## src/rtl/eq_pkg.sv

```systemverilog
// Shared types and default sizing for the band FIR sequencer.
package eq_pkg;

    typedef enum logic [1:0] {
        IDLE  = 2'd0,
        SEQ   = 2'd1,
        DRAIN = 2'd2,
        CAPT  = 2'd3
    } fir_seq_state_t;

    localparam int FIR_TAPS  = 1021;
    localparam int FIR_DRAIN = 2;

endpackage

```

## src/rtl/fir_sequencer.sv

```systemverilog
// Runs one band FIR engine pass per queued stereo sample and registers the result.
// Optional FIR_SEQ_PEND_EN: 1-deep pending request replayed straight out of CAPT.
module fir_sequencer
    import eq_pkg::*;
#(
    parameter int N_TAPS    = FIR_TAPS,
    parameter int DRAIN_CYC = FIR_DRAIN
) (
    input  logic               clk,
    input  logic               rst_n,
    input  logic               smpl_vld,
    input  logic               q_full,
    input  logic signed [15:0] lft_fir_in,
    input  logic signed [15:0] rht_fir_in,
    output logic               sequencing,
    output logic signed [15:0] lft_out,
    output logic signed [15:0] rht_out,
    output logic               out_vld,
    output logic               busy,
    output logic               overrun
);

    // Shared counter must also reach DRAIN_CYC-1 should it ever exceed the tap count.
    localparam int CNT_MAX = (N_TAPS > DRAIN_CYC) ? N_TAPS : DRAIN_CYC;
    localparam int CNT_W   = (CNT_MAX > 1) ? $clog2(CNT_MAX) : 1;

    localparam logic [CNT_W-1:0] SEQ_LAST   = CNT_W'(N_TAPS - 1);
    localparam logic [CNT_W-1:0] DRAIN_LAST = CNT_W'(DRAIN_CYC - 1);

    fir_seq_state_t   state, state_nxt;
    logic [CNT_W-1:0] cnt, cnt_nxt;

`ifdef FIR_SEQ_PEND_EN
    logic pend, pend_nxt;
`endif

    always_comb begin
        state_nxt = state;
        cnt_nxt   = cnt;
`ifdef FIR_SEQ_PEND_EN
        pend_nxt  = pend;
        if (smpl_vld && state != IDLE)
            pend_nxt = 1'b1;
`endif
        case (state)
            IDLE: begin
                if (smpl_vld && q_full) begin
                    state_nxt = SEQ;
                    cnt_nxt   = '0;
                end
            end
            SEQ: begin
                if (cnt == SEQ_LAST) begin
                    state_nxt = DRAIN;
                    cnt_nxt   = '0;
                end else begin
                    cnt_nxt = cnt + CNT_W'(1);
                end
            end
            DRAIN: begin
                if (cnt == DRAIN_LAST) begin
                    state_nxt = CAPT;
                    cnt_nxt   = '0;
                end else begin
                    cnt_nxt = cnt + CNT_W'(1);
                end
            end
            CAPT: begin
                state_nxt = IDLE;
                cnt_nxt   = '0;
`ifdef FIR_SEQ_PEND_EN
                // A request landing in this very cycle counts as pending too.
                if ((pend || smpl_vld) && q_full)
                    state_nxt = SEQ;
                pend_nxt = 1'b0;
`endif
            end
            default: begin
                state_nxt = IDLE;
                cnt_nxt   = '0;
            end
        endcase
    end

    always_ff @(posedge clk or negedge rst_n) begin
        if (!rst_n) begin
            state      <= IDLE;
            cnt        <= '0;
            sequencing <= 1'b0;
            out_vld    <= 1'b0;
            lft_out    <= '0;
            rht_out    <= '0;
            overrun    <= 1'b0;
        end else begin
            state      <= state_nxt;
            cnt        <= cnt_nxt;
            // Decoded from the next state so the engine input comes straight off a flop.
            sequencing <= (state_nxt == SEQ);
            out_vld    <= (state_nxt == CAPT);
            if (state_nxt == CAPT) begin
                lft_out <= lft_fir_in;
                rht_out <= rht_fir_in;
            end
            if (smpl_vld && state != IDLE)
                overrun <= 1'b1;
        end
    end

`ifdef FIR_SEQ_PEND_EN
    always_ff @(posedge clk or negedge rst_n) begin
        if (!rst_n)
            pend <= 1'b0;
        else
            pend <= pend_nxt;
    end
`endif

    assign busy = (state != IDLE);

endmodule

```

## config.mk

```make
export PLATFORM = sky130hd
export DESIGN_NAME = fir_sequencer
export DESIGN_NICKNAME = d
export VERILOG_FILES = /design/src/rtl/eq_pkg.sv /design/src/rtl/fir_sequencer.sv
export SDC_FILE = /design/constraint.sdc
export NUM_CORES = 1
export LEC_CHECK = 0
export CORE_AREA = 5 5 80 82
export CTS_CLUSTER_DIAMETER = 200
export DETAILED_ROUTE_END_ITERATION = 10
export DIE_AREA = 0 0 85 87
export PLACE_DENSITY = 0.83
export SLEW_MARGIN = 20
export SYNTH_ARGS = -nofsm -noshare
export SYNTH_HDL_FRONTEND = slang
export SYNTH_SLANG_ARGS = --single-unit
```

## constraint.sdc

```tcl
create_clock -name clk -period 2.15 [get_ports clk]
set_input_delay 0.5375 -clock clk [delete_from_list [all_inputs] [get_ports clk]]
set_output_delay 0.5375 -clock clk [all_outputs]
set_load 0.005 [all_outputs]
```

# Word level (Yosys, flattened, before mapping)
# Cells that the tools add are included.
[classes] n_reduce_logical=4 muxes=8 n_addsub=1 eq_ne=8
[op_table] operator="$pmux 10 s4" count=1
[op_table] operator="$mux 10" count=3
[op_table] operator="$add 10x1->10 const B" count=1
[op_table] operator="$eq 10x1->1 const B" count=1
[op_table] operator="$eq 10x10->1 const B" count=1
[op_table] operator="$pmux 2 s4" count=1
[op_table] operator="$eq 2x2->1 const B" count=3
[op_table] operator="$mux 2" count=3
[op_table] operator="$eq 2x1->1 const B" count=2
[op_table] operator="$logic_and 1x1->1" count=2
[op_table] operator="$logic_not 2->1" count=1
[op_table] operator="$ne 2x2->1 const B" count=1
[op_table] operator="$reduce_bool 2->1" count=1
[word_totals] register_bits=47 input_bits=36 wordCells=28 output_inout_bits=36

# Logic depth before layout (Yosys ltp)
[depth] ltp_word=4 depth_mapped=9 depth_no_buf=7

# Least setup slack after synthesis
# Ideal clock, no wire load.
[synth_path] kind="flip-flop to flip-flop" start="register state[0]" end="register lft_out[0]" path_buffers=1 setup_ps=125 period_less_slack_ps=2065 required_time_ps=2025 stages_incl_launch_ff=9 arrival_time_ps=1940 slack_ps=85 path_cell_list="dfrtp_1 inv_1 ha_1 or2_0 nor4_1 o22ai_2 nand2_2 buf_6 mux2_4"
[synth_between] elab_chain_cells=3 elab_cells_between_ends=9 cone_classes="eq/ne: 4; mux: 4; reduce/logical: 1"
[synth_rtl] item="start: declaration" line_no="fir_sequencer.sv:30" source="fir_seq_state_t state, state_nxt;"
[synth_rtl] item="start signal: assignment" line_no="fir_sequencer.sv:95" source="state <= state_nxt;"
[synth_rtl] item="$eq 2x2->1, or another cell as far along" line_no="fir_sequencer.sv:45" source="case (state)"
[synth_rtl] item="$pmux 2 s4 *" line_no="fir_sequencer.sv:45"
[synth_rtl] item="net state_nxt[0]" line_no="fir_sequencer.sv:30"
[synth_rtl] item="$eq 2x2->1 *" line_no="fir_sequencer.sv:100" source="if (state_nxt == CAPT) begin"
[synth_rtl] item="end signal: assignment" line_no="fir_sequencer.sv:101" source="lft_out <= lft_fir_in;"
[synth_rtl] item="end: declaration" line_no="fir_sequencer.sv:16" source="output logic signed [15:0] lft_out,"
# The timed path passes the listed nets; every way through them passes the cells marked *.
# A chain may end at the register's enable or synchronous reset.

# Worst setup path after layout
[layout_path] start="register state[1]" end="register rht_out[15]"
[layout_between] elab_chain_cells=3 elab_cells_between_ends=9 cone_classes="eq/ne: 4; mux: 4; reduce/logical: 1"
[layout_rtl] item="$eq 2x2->1, or another cell as far along" line_no="fir_sequencer.sv:45"
[layout_rtl] item="$pmux 2 s4 *" line_no="fir_sequencer.sv:45"
[layout_rtl] item="net state_nxt[1]" line_no="fir_sequencer.sv:30"
[layout_rtl] item="$eq 2x2->1 *" line_no="fir_sequencer.sv:100"
[layout_rtl] item="end signal: assignment" line_no="fir_sequencer.sv:102" source="rht_out <= rht_fir_in;"
[layout_rtl] item="end: declaration" line_no="fir_sequencer.sv:17" source="output logic signed [15:0] rht_out,"
# Marks and branches as above.

==> results.cfg <==
[synth]
syn-mean-instance-area_um2 = 13.2
syn-cell-area_mm2 = 0.00221
synth_area_leaders = dfrtp_1 53%, mux2_4 20%, ha_1 4.0%
synth-seq-cells = 47
async_flop_share = 1.00
yosysUniqueCellTypes = 39
synth_top_area_share = 0.531
yosys_warnings = 0
synth-edff-count = 0
synth_flop_cell = dfrtp_1
yosys-top-cells-count = 47 x dfrtp_1, 29 x mux2_4, 11 x inv_1
synth_cells = 168
synth_top_cell_by_area = dfrtp_1
syn_nets = 211
yosysMostFrequentCell = dfrtp_1
ys_seq_area_frac = 0.531

[cts]
ctsLongestPathBuffers = 2
clockRootBuffer = clkbuf_8
cts.sinks = 47
cts_max_level = 2
clkTransAtPathRegs_ns = 0.09
tritoncts = done
hold_buffers = 0
clk_latency_ns = 0.30
tritoncts.num_buffers = 5

[timing]
clock_skew_ns = 0.00518
tns_ns = 0
tightest_slew_ns = 0.585
max-slew-margin-rel = 0.610
min_period_ns = 2.10
hold_viol = 0
setup_viol = 0
fin_crit_sh = 0.977
fin_hold_ws_ns = 0.315
fmax_mhz = 476
finalMaxSlewViolations = 0

[floorplan]
die_w_um = 85
io-pin-count = 72
dieArea_mm2 = 0.00740
rows = 28
core_mm2 = 0.00568
die_y_um = 87
start_util = 0.390

[setup_path]
crit_chain = inv_2, ha_2, buf_4, nor2_4, nor2_1, o32a_4, nand2_8, clkbuf_16, mux2_4
worstPathRequired_ns = 2.34
start_kind = flop
r2r_cells = 9
path_class = reg2reg
cp_max_fo = 6
cp_slowest_cell = dfrtp_1
r2r-start = state[1]
cpLargestDelayFamily = flip-flops
regToRegSetupSlack_ns = 0.05
slowest_delay_ns = 0.42
critical_path_buf_inv_count = 3
r2r_end = rht_out[15]
end_kind = flop
arrival_ns = 2.29

[global_routing]
grt_pass1_vias = 1841
gr-usage-all-layers = 0.143
grt_max_degree = 48
grt_pass1_wl_mm = 8.42
antenna_found_initial = 0
overflow = 0

[place]
portBuffers = 71
gp_congestion = 0.838
hpwl_mm = 3.57
place_inst = 324

[routing]
drc_errors = 0
vias = 1697
routed_via_density = 5.02
ant_nets = 0
drtIter0Drc = 65
drt-pass1-iter-count = 4
wire_per_inst_um = 15.9
drt-total-wl_mm = 5.38

[cells_and_area]
final_core_util = 0.592
fin_cells = 338
antenna_cells = 0
layout.nets = 305
area_growth_pct = 51.8
fillCellCount = 487
drive_gt1_frac = 0.293

[pwr]
p_leak_nw = 1.60
ir_drop_v = 0.000325
p_per_area_mw_per_mm2 = 654

[outcome]
outcome = complete, no violations

[flow_run]
cap_viol_max_count = 0

[min_path]
hp-class = in2async
==> how the worst max path moves through the flow <==
stage	from	endpoint	slack, ns	depth (start not counted)
finish	state[1]	rht_out[15]	0.05	9
global placement	smpl_vld	rht_out[5]	-0.07	6
CTS	state[1]	rht_out[2]	0.01	10
detailed placement	smpl_vld	rht_out[5]	-0.10	6
global route	state[0]	rht_out[11]	-0.02	8
floorplan	state[0]	lft_out[0]	0.09	8
==> repair_timing <==
item / in CTS / in global routing
pin swaps: 5 / 6
setup endpoints to repair: 33 / 32
gates cloned: 1 / 1
gates resized for setup: 10 / 13
setup buffers: 3 / 2
==> layout make-up <==
cell class | count | area (µm²) | area share
Sequential cell | 47 | 1180 | 0.350
Multi-Input combinational cell | 102 | 1020 | 0.305
Timing Repair Buffer | 93 | 931 | 0.277
Tap cell | 75 | 93.8 | 0.0279
Clock buffer | 5 | 68.8 | 0.0205
Inverter | 13 | 48.8 | 0.0145
Clock inverter | 3 | 18.8 | 0.00558
==> through the flow <==
stage,area (µm²),power (W),setup WS [ns]
finish,3360,0.00220,0.0487
detailed placement,3100,0.00153,-0.102
global placement,3100,0.00151,-0.0683
global route,3360,0.00231,-0.0187
floorplan,2210,0.00127,0.0850
CTS,3260,0.00213,0.0112
==> state kept, by name, indices dropped and copies added, names as in the netlist <==
name,cells
cnt,10
lft_out,16
out_vld,1
overrun,1
rht_out,16
sequencing,1
state,2
==> power breakdown <==
part	internal (W)	switching, W
registers	0.000918	0.0000223
logic	0.000350	0.000366
clock network	0.000229	0.000311
==> worst register-to-register path, cell delays in order, from the launching register on <==
cell	delay [ns]
dfrtp_1	0.42
inv_2	0.06
ha_2	0.18
buf_4	0.15
nor2_4	0.10
nor2_1	0.06
o32a_4	0.41
nand2_8	0.14
clkbuf_16	0.17
mux2_4	0.29
==> placed cells by master, fill, tap and decap left out, types with 4 or more instances in the layout <==
master / count
clkdlybuf4s50_1: 69
dfrtp_1: 47
mux2_4: 30
buf_4: 16
inv_1: 10
a21oi_1: 7
nand2_1: 7
nand3_1: 6
o22ai_1: 5
clkbuf_8: 5
nor2_1: 4
ha_1: 4
==> cells by family (layout without fill, tap and decap cells) <==
| kind of cell | after synthesis | in the layout | synth area share |
|---|---|---|---|
| adders and majority gates | 7 | 7 | 0.0396 |
| and+or+nand+nor | 35 | 35 | 0.0842 |
| DFF | 47 | 47 | 0.531 |
| muxes | 33 | 33 | 0.217 |
| buffers and inverters | 19 | 114 | 0.0435 |
| AOI/OAI and AO/OA | 27 | 27 | 0.0842 |
==> per-layer routing <==
| metal | share of wire | up-vias | wire (µm) | track usage |
|---|---|---|---|---|
| li1 | - | 783 | - | - |
| met1 | 0.39 | 834 | 2100 | 0.161 |
| met2 | 0.52 | 69 | 2820 | 0.253 |
| met3 | 0.069 | 11 | 369 | 0.0501 |
| met4 | 0.017 | 0 | 91 | 0.0460 |
| met5 | 0 | - | 0 | 0 |
(Power assumes the default switching activity.)
